==> src/rtl/systolic_array_pkg.sv <==
// Shared types for the systolic array datapath and its sequencer.
// Latency: none (types, constants and a helper function only).
// Backpressure: not applicable.
package systolic_array_pkg;

    localparam int WORD_W = 16;

    typedef logic [WORD_W-1:0] word_t;

    typedef enum logic [2:0] {
        SA_IDLE  = 3'd0,
        SA_START = 3'd1,
        SA_FEED  = 3'd2,
        SA_DRAIN = 3'd3,
        SA_READ  = 3'd4,
        SA_DONE  = 3'd5
    } sa_ctrl_state_t;

    // Non-stalled drain cycles: N-1 to flush the skew line plus 2N-1 for
    // the wavefront to cross the array.
    function automatic int sa_drain_cycles(input int n);
        return 3 * n - 2;
    endfunction

endpackage

==> src/rtl/systolic_array_ctrl_operand_skew.sv <==
// Triangular shift register that staggers operand lanes for the array.
// Latency: lane i appears i+1 pushes after entry (DELAY_DIR=0), else N-i.
// Backpressure: advances only on push; holds otherwise; clear zeroes all.
module operand_skew
    import systolic_array_pkg::*;
#(
    parameter int N         = 4,
    parameter int DELAY_DIR = 0
) (
    input  logic              clk,
    input  logic              rst,
    input  logic              push,
    input  logic              clear,
    input  word_t [N-1:0]     din,
    output word_t [N-1:0]     dout
);

    for (genvar i = 0; i < N; i++) begin : g_lane
        // Lane 0 is a single register, so its output is the registered head.
        localparam int DEPTH = (DELAY_DIR == 0) ? (i + 1) : (N - i);

        word_t stage [DEPTH];

        // Shift one slot per push; a vacated head is refilled by din (zero in drain).
        always_ff @(posedge clk or posedge rst) begin
            if (rst) begin
                for (int k = 0; k < DEPTH; k++) stage[k] <= '0;
            end else if (clear) begin
                for (int k = 0; k < DEPTH; k++) stage[k] <= '0;
            end else if (push) begin
                stage[0] <= din[i];
                for (int k = 1; k < DEPTH; k++) stage[k] <= stage[k-1];
            end
        end

        assign dout[i] = stage[DEPTH-1];
    end

endmodule

==> src/rtl/systolic_array_ctrl.sv <==
// Sequencer: takes a K-vector matmul command, feeds skewed operands, drains, returns N rows.
// Latency: with no stalls, done pulses K+4N cycles after the command is accepted.
// Backpressure: sa_stall freezes FEED/DRAIN; res_ready holds the current row in READ.
module systolic_array_ctrl
    import systolic_array_pkg::*;
#(
    parameter int N     = 4,
    parameter int LEN_W = 8
) (
    input  logic                  clk,
    input  logic                  rst,
    input  logic                  cmd_valid,
    output logic                  cmd_ready,
    input  logic [LEN_W-1:0]      cmd_len,
    input  logic                  op_valid,
    output logic                  op_ready,
    input  word_t [N-1:0]         op_x,
    input  word_t [N-1:0]         op_w,
    output logic                  sa_start,
    output word_t [N-1:0]         sa_x,
    output word_t [N-1:0]         sa_w,
    output logic [$clog2(N)-1:0]  sa_y_index,
    input  word_t [N-1:0]         sa_y,
    input  logic                  sa_stall,
    output logic                  res_valid,
    input  logic                  res_ready,
    output word_t [N-1:0]         res_data,
    output logic [$clog2(N)-1:0]  res_row,
    output logic                  res_last,
    output logic                  busy,
    output logic                  done
);

    localparam int IDX_W      = $clog2(N);
    localparam int DRN_W      = $clog2(3 * N);
    localparam int DRAIN_LAST = sa_drain_cycles(N) - 1;

    localparam logic [2:0] S_IDLE  = SA_IDLE;
    localparam logic [2:0] S_START = SA_START;
    localparam logic [2:0] S_FEED  = SA_FEED;
    localparam logic [2:0] S_DRAIN = SA_DRAIN;
    localparam logic [2:0] S_READ  = SA_READ;
    localparam logic [2:0] S_DONE  = SA_DONE;

    logic [2:0]       state;
    logic [LEN_W-1:0] k_len;
    logic [LEN_W-1:0] accept_cnt;
    logic [DRN_W-1:0] drain_cnt;
    logic [IDX_W-1:0] row_cnt;

    logic          cmd_fire;
    logic          op_fire;
    logic          drain_step;
    logic          res_fire;
    logic          skew_push;
    word_t [N-1:0] skew_x_in;
    word_t [N-1:0] skew_w_in;

    assign cmd_ready  = (state == S_IDLE);
    assign cmd_fire   = cmd_valid && cmd_ready;
    assign op_ready   = (state == S_FEED) && !sa_stall;
    assign op_fire    = op_valid && op_ready;
    assign drain_step = (state == S_DRAIN) && !sa_stall;
    assign res_valid  = (state == S_READ);
    assign res_fire   = res_valid && res_ready;
    assign res_last   = res_valid && (row_cnt == IDX_W'(N - 1));
    assign res_data   = sa_y;
    assign res_row    = row_cnt;
    assign sa_y_index = row_cnt;
    assign sa_start   = (state == S_START);
    assign busy       = (state != S_IDLE);
    assign done       = (state == S_DONE);

    // Drain cycles push zero vectors so the last operands walk out of the skew line.
    assign skew_push  = op_fire || drain_step;
    assign skew_x_in  = op_fire ? op_x : '0;
    assign skew_w_in  = op_fire ? op_w : '0;

    operand_skew #(.N(N), .DELAY_DIR(0)) u_skew_x (
        .clk   (clk),
        .rst   (rst),
        .push  (skew_push),
        .clear (cmd_fire),
        .din   (skew_x_in),
        .dout  (sa_x)
    );

    operand_skew #(.N(N), .DELAY_DIR(0)) u_skew_w (
        .clk   (clk),
        .rst   (rst),
        .push  (skew_push),
        .clear (cmd_fire),
        .din   (skew_w_in),
        .dout  (sa_w)
    );

    // Job sequencing: state plus the accept, drain and row counters.
    always_ff @(posedge clk or posedge rst) begin
        if (rst) begin
            state      <= S_IDLE;
            k_len      <= '0;
            accept_cnt <= '0;
            drain_cnt  <= '0;
            row_cnt    <= '0;
        end else begin
            case (state)
                S_IDLE: begin
                    if (cmd_fire) begin
                        k_len      <= cmd_len;
                        accept_cnt <= '0;
                        drain_cnt  <= '0;
                        row_cnt    <= '0;
                        state      <= (cmd_len == '0) ? S_DONE : S_START;
                    end
                end
                S_START: state <= S_FEED;
                S_FEED: begin
                    if (op_fire) begin
                        accept_cnt <= accept_cnt + LEN_W'(1);
                        if (accept_cnt == k_len - LEN_W'(1)) state <= S_DRAIN;
                    end
                end
                S_DRAIN: begin
                    if (drain_step) begin
                        if (drain_cnt == DRN_W'(DRAIN_LAST)) state <= S_READ;
                        else drain_cnt <= drain_cnt + DRN_W'(1);
                    end
                end
                S_READ: begin
                    if (res_fire) begin
                        if (row_cnt == IDX_W'(N - 1)) begin
                            row_cnt <= '0;
                            state   <= S_DONE;
                        end else begin
                            row_cnt <= row_cnt + IDX_W'(1);
                        end
                    end
                end
                S_DONE:  state <= S_IDLE;
                default: state <= S_IDLE;
            endcase
        end
    end

endmodule

==> config.mk <==
export PLATFORM = sky130hd
export DESIGN_NAME = systolic_array_ctrl
export DESIGN_NICKNAME = d
export VERILOG_FILES = /design/src/rtl/systolic_array_pkg.sv /design/src/rtl/systolic_array_ctrl_operand_skew.sv /design/src/rtl/systolic_array_ctrl.sv
export SDC_FILE = /design/constraint.sdc
export NUM_CORES = 1
export LEC_CHECK = 0
export CAP_MARGIN = 0
export CORE_ASPECT_RATIO = 2
export CORE_MARGIN = 3
export CORE_UTILIZATION = 48
export CTS_BUF_LIST = sky130_fd_sc_hd__clkbuf_8 sky130_fd_sc_hd__clkbuf_16
export DETAILED_ROUTE_END_ITERATION = 10
export PLACE_DENSITY = 0.8
export SYNTH_ARGS = -nofsm -noshare
export SYNTH_HDL_FRONTEND = slang
export SYNTH_SLANG_ARGS = --single-unit
==> constraint.sdc <==
create_clock -name clk -period 13.3 [get_ports clk]
set_input_delay 2.66 -clock clk [delete_from_list [all_inputs] [get_ports clk]]
set_output_delay 2.66 -clock clk [all_outputs]
set_load 0.05 [all_outputs]
After elaboration in Yosys (flattened, before gate mapping)
Index checks and enable logic that the tools add are counted.
{"block": "word_totals", "reg_bits": 345, "input_bits": 206, "out_inout_bits": 203, "word_cells": 103}
{"block": "classes", "add_sub_neg": 4, "n_eq_ne": 16, "n_mux": 38, "n_reduce_logical": 20}
{"cell": "$mux W64", "n": 6}
{"cell": "$mux W48", "n": 4}
{"cell": "$mux W32", "n": 4}
{"cell": "$mux W16", "n": 4}
{"cell": "$mux W3", "n": 8}
{"cell": "$mux W8", "n": 2}
{"cell": "$pmux W8 S2", "n": 1}
{"cell": "$pmux W3 S5", "n": 1}
{"cell": "$mux W4", "n": 3}
{"cell": "$ne A2 B1 Y1 const B", "n": 5}
{"cell": "$add A8 B1 Y8 const B", "n": 1}
{"cell": "$eq A8 B8 Y1", "n": 1}
{"cell": "$logic_not A8 Y1", "n": 1}
{"cell": "$pmux W4 S2", "n": 1}
{"cell": "$reduce_bool A2 Y1", "n": 4}
{"cell": "$sub A8 B1 Y8 const B", "n": 1}
{"cell": "$reduce_and A7 Y1", "n": 1}
{"cell": "$eq A3 B2 Y1 const B", "n": 2}
{"cell": "$eq A3 B3 Y1 const B", "n": 2}
{"cell": "$logic_and A1 B1 Y1", "n": 6}
{"cell": "$mux W2", "n": 3}
{"cell": "$ne A2 B2 Y1 const B", "n": 3}
{"cell": "$reduce_and A3 Y1", "n": 2}
{"cell": "$add A4 B1 Y4 const B", "n": 1}
{"cell": "11 further kinds", "n": 11}

Logic depth before layout (Yosys ltp)
Gate-level depths: netlist of run 1.
{"block": "depth", "depth_word": 6, "depth_mapped": 10, "depth_no_buf": 7}

By module
Synthesis of run 1 repeated with hierarchy kept, for this count alone.
{"block": "unflattened", "hier_cells": 1516, "area_unflattened_um2": 16817.4}
{"mod": "operand_skew", "instances": 2, "cells_per_inst": 565, "area_per_inst_um2": 6857.8, "seq_area_each_um2": 4003.8}
{"mod": "systolic_array_ctrl", "instances": 1, "cells_per_inst": 386, "area_per_inst_um2": 3101.7, "seq_area_each_um2": 625.6}

Worst setup path after synthesis of run 1
No wires, ideal clock.
{"block": "synth_timing", "kind": "input to output", "startpoint": "input port sa_stall", "endpoint": "output port op_ready", "arrival_time_ns": 3.143, "required_time_ns": 10.640, "slack_ns": 7.497, "stages": 2, "n_path_buf": 0, "path_cell_list": "inv_2 > and2_1"}
{"block": "synth_between", "elab_chain_len": 2}
{"element": "start, declared", "line_no": "systolic_array_ctrl.sv:24", "source": "input logic sa_stall,"}
{"element": "$logic_not A1 Y1", "line_no": "systolic_array_ctrl.sv:61", "source": "assign op_ready = (state == S_FEED) && !sa_stall;"}
{"element": "$logic_and A1 B1 Y1", "line_no": "systolic_array_ctrl.sv:61"}
{"element": "end, declared", "line_no": "systolic_array_ctrl.sv:16", "source": "output logic op_ready,"}
No other way between the ends.

Final worst setup path of run 1
Ends and elaborated chain as after synthesis.

==> results.cfg, run 1 <==
[global_route]
grt_max_degree = 126
grt_use_total = 0.211
antenna_found_initial = 5
grt_pass1_vias = 10100
grt_pass1_wl_mm = 54.8
overflow = 0

[synthesis]
synth.distinct_cells = 44
yosysWarnings = 0
syn_nets = 1666
synth_cells = 1455
synth_edf_count = 0
synth_ff_type = dfrtp_1
ys_top_cells_by_count = nand2_1 (413), dfrtp_1 (345), o21ai_1 (198)
synth_top_area_frac = 0.588
synth_area_leaders = dfrtp_1 (59%), nand2_1 (11%), buf_4 (8.3%)
synth_top_cell_by_area = dfrtp_1
syn_area_sq_um = 14700
synth-seq-area-share = 0.588
syn_avg_cell_area_sq_um = 10.1
yosys_register_bits = 345
synthArstFlopShare = 1.00
synthMostInstantiatedCell = nand2_1

[setup_path]
crit_start = sa_stall
r2r_setup_slack_ps = 9700
reg2reg_from = state[0]
reg2regPathDepth = 6
end_kind = primary output
critPathMaxFanout = 7
cp.required_ps = 10640
start_kind = input pin
setup.worst_path.class = input pin to primary output
cp.arrival_ps = 4290

[min_path]
hold_depth = 2
hp-class = flop to flop
hp-start = u_skew_w.dout[56]

[timing]
setup-tns-final_ps = 0
finalHoldViolCount = 0
min_period_over_period = 0.523
finalCriticalPeriod_ps = 6950
clock.fmax_ghz = 0.144
skew_ps = 11.7
finalMaxSlewViolations = 0
rsz0062_at_grt = no
setup_viol = 0
worst_slew_pin_slew_ps = 1100
slew_headroom = 0.265

[clocking]
cts_setup_buffers = 0
cts_hold_buf = 0
cts_max_path_buffers = 3
root_buffer = clkbuf_16
clkTransAtPathRegs_ps = 60
cts_max_level = 1
cts_sinks = 345
clk_latency_ps = 560
cts_made_buffers = 31
cts_tree = yes
ctsResizeCount = 0

[floorplanning]
dieArea_sq_um = 32800
core_sq_um = 30200
initial_utilization = 0.486
die_w_um = 130
die_y_um = 253
io_pins = 409
rows = 90

[finish]
multi_input_area_sq_um = 4380
final_area_sq_um = 17400
final_nets = 1727
drive_above_1_share = 0.0443
fillCellCount = 2545
area_growth_pct = 18.8
seqCellArea_sq_um = 8630

[detailed_routing]
drt_first_pass_iters = 5
totalWireLength_mm = 35.4
drc = 0
num_vias = 10100
drtIter0Drc = 561
drtAntennaViolNets = 0
viasPerCell = 5.30
wire_per_inst_um = 18.6

[placed_design]
hpwl_mm = 23.9
io_buffers = 280
place_area_sq_um = 16400
gp_congestion = 0.852

[pwr]
p_per_area_nw_per_um2 = 251
p_leak_uw = 0.00780
irDropWorstVdd_v = 0.000204

[run_status]
status = complete, no violations

[flow_run]
drv_cap = 0
[cell usage in the layout, fill, tap and decap left out, types with 4 or more instances in the layout]
master           instances
nand2_1                412
dfrtp_1                345
clkdlybuf4s50_1        280
o21ai_1                198
a22o_1                 130
clkbuf_16               31
nor2_1                  14
inv_1                   10
buf_4                   10
xnor2_1                  9
clkbuf_8                 8
xor2_1                   7
nand4_1                  6
diode_2                  5
and3_1                   5
o21ai_0                  5
nor3_1                   5
ha_1                     5
clkinv_2                 5
a21oi_1                  4
nand3_1                  4
[stage by stage]
stage	setup slack, ps	hold slack (ps)	std cells	total power, uW	utilization
after global routing	6280	507	1909	4660	0.578
final	6350	482	1909	4370	0.578
after detailed placement	6370	475	1851	3490	0.543
after CTS	6360	489	1904	4420	0.577
after global placement	6360	465	1851	3430	0.543
after floorplan	1070	455	1455	3140	-
[critical path, cell delays in order]
cell and delay (ps):
clkdlybuf4s50_1 530, inv_2 160, and2_1 140, clkdlybuf4s50_1 800
[state kept, by name (all words and copies together) (netlist names), 3 cells and up]
register / cells
u_skew_w.g_lane.stage: 112
u_skew_x.g_lane.stage: 112
u_skew_w.dout: 48
u_skew_x.dout: 48
accept_cnt: 8
k_len: 8
drain_cnt: 4
state: 3
[cells by family after synthesis]
logic type      Yosys count  share of synthesized area
buf+inv                 271                      0.115
flops                   345                      0.588
mux                       2                    0.00136
fa+ha+maj                 5                    0.00426
xor+xnor                 16                    0.00955
simple gates            468                      0.128
compound gates          348                      0.154
[report_power, final]
part	internal (uW)	leakage (uW)	switching, uW	total, uW
logic	605	0.00265	1140	1750
clock network	524	0.000518	383	907
registers	1470	0.00463	252	1720
total	2600	0.00780	1780	4370
[layer usage]
metal,global-route usage,vias to the layer above,routed length [um]
li1,-,4824,-
met5,0,-,0
met2,0.346,310,17600
met1,0.232,4823,12200
met3,0.0665,157,3240
met4,0.138,0,2430
[worst paths after layout]
| path | end |
|---|---|
| min in group asynchronous | u_skew_x.g_lane[3].stage[35] |
| worst min-delay path | u_skew_w.dout[56] |
| max in group asynchronous | k_len[5] |
| worst max-delay path | op_ready |
| worst min register to register | u_skew_w.dout[56] |
| worst max register to register | u_skew_x.g_lane[3].stage[37] |
[area by class of cell]
cell class                 count  area share
clock inverter                14     0.00854
clock buffer                  39      0.0508
timing repair buffer         290       0.165
multi-input combinational    839       0.251
inverter                       9     0.00237
sequential                   345       0.495
antenna                        5    0.000718
tap                          368      0.0264
Note: power is estimated with default switching activity, not from simulation.
==> inputs of run 2 (changes only) <==
Clock period 13.3 ns to 6.9 ns, I/O delays scaled along.
==> results.cfg, run 2 (same netlist as run 1, synthesis figures left out) <==
[clocking]
root_buffer = clkbuf_16
cts_max_level = 1
cts_made_buffers = 31
cts_tree = yes
cts_sinks = 345
clkTransAtPathRegs_ps = 70
clk_latency_ps = 550
cts_setup_buffers = 0
ctsResizeCount = 0
cts_max_path_buffers = 3
cts_hold_buf = 0

[setup_path]
start_kind = input pin
crit_buf_inv = 3
critPathMaxFanout = 7
path_delay_family = buffers and inverters
crit_chain = clkdlybuf4s50_1 -> inv_2 -> and2_1 -> clkdlybuf4s50_1
end_kind = primary output
cp.required_ps = 5520
cp_slowest_cell = clkdlybuf4s50_1
setup.worst_path.class = input pin to primary output
cp.arrival_ps = 3090
cpMostUsedCell = clkdlybuf4s50_1
slowest_delay_ps = 810

[timing]
rsz0062_at_grt = no
min_period_over_period = 0.648
clock.fmax_ghz = 0.224
finalHoldViolCount = 0
worst_hold_slack_ps = 482
finalMaxSlewViolations = 0
skew_ps = 6.31
slew_headroom = 0.317
finalCriticalPeriod_ps = 4470
worst_slew_pin_slew_ps = 1030
setup-tns-final_ps = 0
setup_viol = 0

[detailed_routing]
viasPerCell = 5.29
drtAntennaViolNets = 0
drc = 0
num_vias = 10100
wire_per_inst_um = 19.2
drtIter0Drc = 498
drt_first_pass_iters = 5
totalWireLength_mm = 36.6

[pwr]
seqPwrFrac = 0.386
power_frac_comb = 0.396
p_leak_uw = 0.00786
irDropWorstVdd_v = 0.000359
p_per_area_nw_per_um2 = 489
clkPwrFrac = 0.219
p_int_uw = 5140
p_sw_frac = 0.401
p_switching_uw = 3440

[min_path]
hp-class = flop to flop

[floorplanning]
initial_utilization = 0.486
die_w_um = 130
dieArea_sq_um = 32800
core_sq_um = 30200
die_y_um = 253
rows = 90
io_pins = 409

[finish]
fillCellCount = 2541
final_nets = 1725
final_area_sq_um = 17600
top_regs = u_skew_w.g_lane.stage (112), u_skew_x.g_lane.stage (112)
area_growth_pct = 19.7
mostFrequentLayoutCells = nand2_1 (412), dfrtp_1 (345), clkdlybuf4s50_1 (280)
layout_commonest_cell = nand2_1
final_cells = 1908
fin_util = 0.582
drive_above_1_share = 0.0429

[global_route]
grt_max_degree = 249
grt_pass1_vias = 10000
grt_use_total = 0.217
grt_pass1_wl_mm = 55.9
overflow = 0
antenna_found_initial = 3

[run_status]
status = complete, no violations

[placed_design]
place_area_sq_um = 16400
io_buffers = 280
dp.cells = 1849
gp_congestion = 0.806
hpwl_mm = 24.3

[flow_run]
drv_cap = 0
-- run 2: worst min-delay path: stages, from the launching register on --
cell,delay [ps]
dfrtp_1,340
nand2_1,50
o21ai_1,60
-- run 2: through the flow --
stage | total power (uW) | worst slack [ps]
2_1_floorplan | 6050 | 904
3_3_place_gp | 6630 | 2530
3_5_place_dp | 6740 | 2480
4_1_cts | 8670 | 2450
5_1_grt | 9120 | 2400
6_report | 8590 | 2430
-- run 2: cell type report --
type,instances,area (sq um),area share
clock inverter,20,280,0.0160
tap,368,460,0.0262
sequential,345,8630,0.491
inverter,9,37.5,0.00214
clock buffer,36,845,0.0481
multi-input combinational,839,4380,0.249
antenna,3,7.51,0.000427
timing repair buffer,288,2930,0.167
-- run 2: path summary, 6_finish.rpt --
path | start | endpoint | slack [ps] | depth (start not counted)
max in group asynchronous | rst | k_len[4] | 4170 | 4
worst max-delay path | sa_stall | op_ready | 2430 | 4
worst max register to register | state[1] | u_skew_w.g_lane[2].stage[36] | 4010 | 4
min in group asynchronous | rst | u_skew_x.dout[50] | 1420 | 3
worst min-delay path | u_skew_x.dout[50] | u_skew_x.dout[50] | 480 | 2
worst min register to register | u_skew_x.dout[50] | u_skew_x.dout[50] | 480 | 2
-- run 2: layer usage --
layer / routed length [um] / track usage
met5: 0 / 0
met3: 3510 / 0.0728
met2: 17600 / 0.347
met4: 3160 / 0.168
met1: 12300 / 0.233
-- run 2: power by group through the flow --
stage | combinational, uW | sequential [uW] | clock (uW)
6_report | 3400 | 3310 | 1880
5_1_grt | 3700 | 3410 | 2010
4_1_cts | 3430 | 3310 | 1930
3_5_place_dp | 3410 | 3330 | 0
3_3_place_gp | 3330 | 3300 | 0
2_1_floorplan | 2520 | 3540 | 0
==> inputs of run 3 (changes only) <==
Settings changed: CORE_UTILIZATION 48 to 44, PLACE_DENSITY 0.8 to 0.77.
Clock period 6.9 ns to 4 ns, I/O delays scaled along.
==> results.cfg, run 3 (same netlist as run 1, synthesis figures left out) <==
[pwr]
irDropWorstVdd_v = 0.000610
clkPwrFrac = 0.214
p_leak_uw = 0.00797
p_per_area_nw_per_um2 = 832
p_sw_frac = 0.403
power_frac_comb = 0.400
p_switching_uw = 5990
p_int_uw = 8880
seqPwrFrac = 0.385

[clocking]
cts_max_level = 1
cts_hold_buf = 0
cts_made_buffers = 31
cts_tree = yes
clkTransAtPathRegs_ps = 70
cts_setup_buffers = 0
cts_sinks = 345
root_buffer = clkbuf_16
clk_latency_ps = 560
ctsResizeCount = 0
cts_max_path_buffers = 3

[setup_path]
crit_chain = nor3_1 -> clkdlybuf4s50_1
r2r_end = res_row[1]
r2r_setup_slack_ps = 1730
critPathMaxFanout = 13
slowest_delay_ps = 920
start_kind = flop
reg2reg_from = state[2]
cp.required_ps = 3200
cp.arrival_ps = 2540
setup.worst_path.class = flop to primary output
reg2regPathDepth = 4
path_delay_family = buffers and inverters
crit_buf_inv = 1
cp_slowest_cell = clkdlybuf4s50_1
end_kind = primary output

[finish]
top_regs = u_skew_w.g_lane.stage (112), u_skew_x.g_lane.stage (112)
area_growth_pct = 21.8
layout_commonest_cell = nand2_1
final_cells = 1997
final_nets = 1747
mostFrequentLayoutCells = nand2_1 (412), dfrtp_1 (345), clkdlybuf4s50_1 (280)
drive_above_1_share = 0.0603
fillCellCount = 2825

[global_route]
grt_max_degree = 133
overflow = 0
grt_pass1_wl_mm = 56.4
grt_use_total = 0.198
antenna_found_initial = 5
grt_pass1_vias = 10400

[timing]
skew_ps = 10.0
finalWorstSetupSlack_ps = 659
min_period_over_period = 0.835
slew_headroom = 0.495
setup-tns-final_ps = 0
rsz0062_at_grt = no
setup_viol = 0
worst_slew_pin_slew_ps = 757
finalMaxSlewViolations = 0
clock.fmax_ghz = 0.299
worst_hold_slack_ps = 484
finalHoldViolCount = 0
finalCriticalPeriod_ps = 3340

[placed_design]
hpwl_mm = 25.3
gp_congestion = 0.811
dp_slack_ps = 817
io_buffers = 280
dp.cells = 1935

[min_path]
hold_depth = 2
hold_end = u_skew_w.g_lane[3].stage[33]
hp-class = flop to flop
hp-start = u_skew_w.g_lane[3].stage[33]

[run_status]
status = complete, no violations

[detailed_routing]
wire_per_inst_um = 18.1
drtIter0Drc = 469
num_vias = 10300
drtAntennaViolNets = 0
viasPerCell = 5.15
drt_first_pass_iters = 5
totalWireLength_mm = 36.1
drc = 0

[floorplanning]
initial_utilization = 0.446
die_w_um = 135
rows = 94
core_sq_um = 32900
io_pins = 409
die_y_um = 264
dieArea_sq_um = 35700

[flow_run]
drv_cap = 0
run 3: cell count changes in the layout (fill, tap and decap cells not counted):
cell | previous run | this run
diode_2 | 3 | 5
clkbuf_8 | 5 | 6
inv_1 | 13 | 8
clkinv_4 | 2 | 1
clkinvlp_4 | 3 | 5
buf_4 | 3 | 19
clkinv_2 | 3 | 6
inv_6 | 0 | 2
buf_12 | 5 | 11
bufinv_16 | 7 | 5
inv_8 | 0 | 1
run 3: worst max-delay path by stage:
stage,startpoint,to,slack (ps),cells past startpoint
global route,state[0],cmd_ready,540,2
CTS,state[2],cmd_ready,610,2
floorplan,rst,accept_cnt[0],-1420,1
finish,state[2],cmd_ready,660,2
global placement,sa_stall,op_ready,800,4
detailed placement,sa_stall,op_ready,820,4
run 3: worst min-delay path: cells and delay by family (launching register included):
kind / cells / cell delay (ps)
AO/OA/AOI/OAI: 1 / 60
AND/OR/NAND/NOR: 1 / 50
flip-flops: 1 / 340
run 3: area by class of cell:
cell class | count | area, sq um | share of cell area
diodes | 5 | 12.5 | 0.000700
clock buffers | 37 | 858 | 0.0480
clock inverters | 20 | 251 | 0.0141
inverters | 9 | 37.5 | 0.00210
multi-input cells | 839 | 4380 | 0.245
flip-flops and latches | 345 | 8630 | 0.483
well taps | 432 | 541 | 0.0302
repair buffers | 310 | 3170 | 0.177
run 3: power by group through the flow:
stage	sequential, uW	clock, uW	combinational (uW)
finish	5730	3190	5950
global route	5890	3410	6490
CTS	5730	3280	6030
detailed placement	5770	0	5990
global placement	5700	0	5850
floorplan	6100	0	4340
run 3: per-stage QoR:
stage | util | total power (uW) | instance area [sq um]
2_1_floorplan | - | 10400 | 14700
3_3_place_gp | 0.509 | 11500 | 16800
6_report | 0.543 | 14900 | 17900
5_1_grt | 0.543 | 15800 | 17900
4_1_cts | 0.542 | 15000 | 17900
3_5_place_dp | 0.509 | 11800 | 16800
run 3: metal layers:
layer  share of wire  global-route usage  vias up
li1                -                   -     4860
met1            0.33               0.206     4967
met2            0.51               0.339      289
met3           0.077              0.0524      164
met4           0.079               0.143        0
met5               0                   0        -
==> RTL edit 1: new RTL, settings of run 3 <==
`N` is set to 4 in 2 places; all go to 2.
--- a/src/rtl/systolic_array_ctrl_operand_skew.sv
+++ b/src/rtl/systolic_array_ctrl_operand_skew.sv
@@ -5,5 +5,5 @@
     import systolic_array_pkg::*;
 #(
-    parameter int N         = 4,
+    parameter int N         = 2,
     parameter int DELAY_DIR = 0
 ) (
--- a/src/rtl/systolic_array_ctrl.sv
+++ b/src/rtl/systolic_array_ctrl.sv
@@ -5,5 +5,5 @@
     import systolic_array_pkg::*;
 #(
-    parameter int N     = 4,
+    parameter int N     = 2,
     parameter int LEN_W = 8
 ) (
Interface: changed (8 resized); port bits go from 409 to 215. The function was not compared with the original's and may differ.
==> RTL edit 1 against run 3 <==
Setup slack better by 0.21 ns; routed wire length is 64% lower; critical path depth rose by 1; total power decreased by 61%; synthesized area shrank 62%; register-to-register slack gained 0.08 ns; design area down 59%; combinational power is 60% lower; first-iteration DRC count down 60%; via count shrank 62%; sequential cell count down 226; highest routed layer unchanged.
==> RTL edit 1: results (changes against run 3) <==
metric	value	unit	change
status	finished clean		
netlist_top_cells_area	dfrtp_1, a22o_1, buf_4		
clockBufferDepth	2		-1
synth_adder_area_share	0.00905		+0.00479
vias_per_cell	5.25		+1.9%
top_regs	u_skew_w.g_lane.stage x32, u_skew_x.g_lane.stage x32		
whs_endpoint	u_skew_w.g_lane[0].stage[6]		
drtIter0Drc	189		-60%
insertion_delay	0.40	ns	-0.16 ns
r2r_end	u_skew_w.g_lane[0].stage[5]		
io_buffers	150		-46%
skew	0.00895	ns	-0.00105 ns
worstHoldPathCells	1		-1
htreeDepth	4		+3
synth-compound-area-share	0.134		-0.0200
antenna_found_initial	0		-5
dpl_worst_slack	0.925	ns	+0.109 ns
nNetsFinal	699		-60%
cts.clk_slew.worst_paths	0.05	ns	-0.02 ns
reg2reg_slack	1.81	ns	+0.08 ns
irDropWorstVdd	0.456	mV	-25%
synth_common_cells	dfrtp_1, buf_4, a22o_1, nand2_1, inv_1		
p_sw	2.30	mW	-62%
dpl.hpwl	9010	µm	-64%
placed_cells	713		-63%
r2r-start	state[0]		
path_max_fanout	12		-1
ys_seq_area_frac	0.539		-0.0495
slew_headroom	0.412		-0.0827
grt_start_max_net_pins	72		-46%
num_antenna_cells	0		-5
cpPeakStageDelay	0.80	ns	-0.12 ns
syn_inst	500		-66%
wl_per_cell	17.5	µm	-3.3%
reg2regPathDepth	5		+1
drive_gt1_frac	0.0838		+0.0235
cts_buffers	17		-45%
cp_data_arrival_time	2.33	ns	-0.21 ns
muxShareOfSynthArea	0.0679		+0.0665
synth.distinct_cells	43		-2.3%
first_pass_iters	4		-1
gp_congestion	0.793		-2.1%
power.leakage	3.43	nW	-57%
grt_pass1_wl	20800	µm	-63%
hp-start	u_skew_w.g_lane[0].stage[6]		
grt_pass1_vias	4140		-60%
grt.total_usage	0.190		-0.00810
[RTL edit 1: per-stage QoR]
stage               area [µm²]  utilization  hold WS [ns]
detailed placement        6670        0.547         0.491
global route              7300        0.599         0.513
floorplan                 5530            -         0.465
CTS                       7300        0.599         0.507
global placement          6670        0.547         0.487
finish                    7300        0.599         0.500
[RTL edit 1: routing by layer]
| layer | vias up | wire (µm) | track usage |
|---|---|---|---|
| li1 | 1820 | - | - |
| met4 | 0 | 578 | 0.124 |
| met5 | - | 0 | 0 |
| met1 | 1897 | 4950 | 0.221 |
| met3 | 53 | 713 | 0.0454 |
| met2 | 133 | 6770 | 0.310 |
[RTL edit 1: kinds of logic (layout without fill, tap and decap cells)]
family | after synthesis | after routing
AO/OA/AOI/OAI | 92 | 92
flip-flops | 119 | 119
XOR/XNOR | 10 | 10
multiplexers | 37 | 37
AND/OR/NAND/NOR | 107 | 107
adder cells (fa/ha/maj) | 4 | 4
buffers and inverters | 131 | 228
[RTL edit 1: critical path: cells and delay by family, from the launching register on]
family | cells | cell delay, ns
buf+inv | 1 | 0.80
flops | 1 | 0.54
simple gates | 2 | 0.59
[RTL edit 1: worst max-delay path by stage]
stage | startpoint | to | depth (start not counted) | slack (ns)
after floorplan | rst | accept_cnt[0] | 1 | 0.04
after global placement | sa_stall | op_ready | 4 | 0.94
after detailed placement | sa_stall | op_ready | 4 | 0.93
after CTS | state[0] | res_valid | 3 | 0.84
after global routing | state[0] | res_last | 3 | 0.78
final | state[0] | res_last | 3 | 0.87
[RTL edit 1: power groups by stage]
stage,logic (mW),clock network [mW],registers [mW]
after floorplan,1.62,0,2.17
after global placement,2.33,0,1.89
after detailed placement,2.37,0,1.91
after CTS,2.39,1.64,1.90
after global routing,2.49,1.70,1.95
final,2.36,1.61,1.89
[RTL edit 1: area by class of cell]
type,instances,area [µm²]
Fill cell,1023,4890
Sequential cell,119,2980
Multi-Input combinational cell,250,1790
Timing Repair Buffer,157,1570
Clock buffer,19,453
Tap cell,147,184
Clock inverter,12,176
Inverter,40,153
==> RTL edit 2: new RTL, config.mk and constraints of run 3 <==
Without the edit above. Make the reset (`rst`) synchronous in 2 clocked blocks.
--- a/src/rtl/systolic_array_ctrl_operand_skew.sv
+++ b/src/rtl/systolic_array_ctrl_operand_skew.sv
@@ -23,5 +23,5 @@
 
         // Shift one slot per push; a vacated head is refilled by din (zero in drain).
-        always_ff @(posedge clk or posedge rst) begin
+        always_ff @(posedge clk) begin
             if (rst) begin
                 for (int k = 0; k < DEPTH; k++) stage[k] <= '0;
--- a/src/rtl/systolic_array_ctrl.sv
+++ b/src/rtl/systolic_array_ctrl.sv
@@ -96,5 +96,5 @@
 
     // Job sequencing: state plus the accept, drain and row counters.
-    always_ff @(posedge clk or posedge rst) begin
+    always_ff @(posedge clk) begin
         if (rst) begin
             state      <= S_IDLE;
Behaviour: differs if rst is asserted again (counterexample within 4 cycles, from zero or initial values and one cycle with rst high); with rst held inactive, the same outputs for 4 cycles.
==> RTL edit 2 against run 3 <==
Setup slack worse by 0.14 ns; non-clock buffer count is 16 lower; synthesized area decreased by 2.6%; design area down 1.8%; clock power down 9.4%; total power fell by 25%; worst hold slack worse by 0.033 ns; synthesized cell count decreased by 26%; sequential cell count did not move; routed wire length fell by 17%.
==> RTL edit 2: results (changes against run 3) <==
metric	value	unit	change
wl_met2	15800	µm	-14%
grt_start_max_net_pins	137		+3.0%
grt_pass1_wl	45900	µm	-19%
syn_nets	1287		-23%
hold_slack	0.451	ns	-0.0327 ns
nNetsFinal	1419		-19%
synth_edf_count	288		+288
grtUsageMet3	0.0395		-0.0129
top_regs	u_skew_w.g_lane.stage x160, u_skew_x.g_lane.stage x160		
synth_common_cells	edfxtp_1, and3_1, buf_4		
drive_gt1_frac	0.0673		+0.00706
power.internal	7.44	mW	-16%
power.leakage	7.05	nW	-12%
reg2regPathDepth	6		+2
status	finished clean		
critPathCapture	res_valid		
hp-start	u_skew_w.g_lane[3].stage[2][1]		
r2r_end	u_skew_x.g_lane[1].stage[0][2]		
dpl_worst_slack	0.810	ns	-0.00706 ns
path_max_fanout	15		+2
vias_per_cell	4.94		-4.0%
r2r-start	state[2]		
irDropWorstVdd	0.415	mV	-32%
fin_crit_sh	0.871		+0.0354
slew_headroom	0.519		+0.0242
report.power.total	11.2	mW	-25%
whs_endpoint	u_skew_w.g_lane[3].stage[2][1]		
combPwrFrac	0.281		-0.119
antenna_found_initial	3		-2
netlist_top_cells_area	edfxtp_1, dfxtp_1, and3_1		
grt.total_usage	0.166		-0.0321
RTL edit 2: final cells by class:
| class | instances | area, µm² |
|---|---|---|
| diodes | 3 | 7.51 |
| clock buffers | 35 | 853 |
| repair buffers | 294 | 3020 |
| clock inverters | 23 | 144 |
| multi-input cells | 528 | 3180 |
| inverters | 8 | 31.3 |
| well taps | 423 | 529 |
| fillers | 2663 | 14200 |
| flip-flops and latches | 345 | 9790 |
RTL edit 2: cells by family after synthesis:
family,share of synthesized area
XOR/XNOR,0.0123
buffers and inverters,0.0948
flip-flops,0.685
adder cells (fa/ha/maj),0.00438
multiplexers,0.000700
AO/OA/AOI/OAI,0.0282
AND/OR/NAND/NOR,0.175
RTL edit 2: stage by stage:
stage / utilization / instances
after global placement: 0.521 / 1598
after global routing: 0.552 / 1659
final: 0.552 / 1659
after detailed placement: 0.521 / 1598
after floorplan: - / 1076
after CTS: 0.552 / 1656
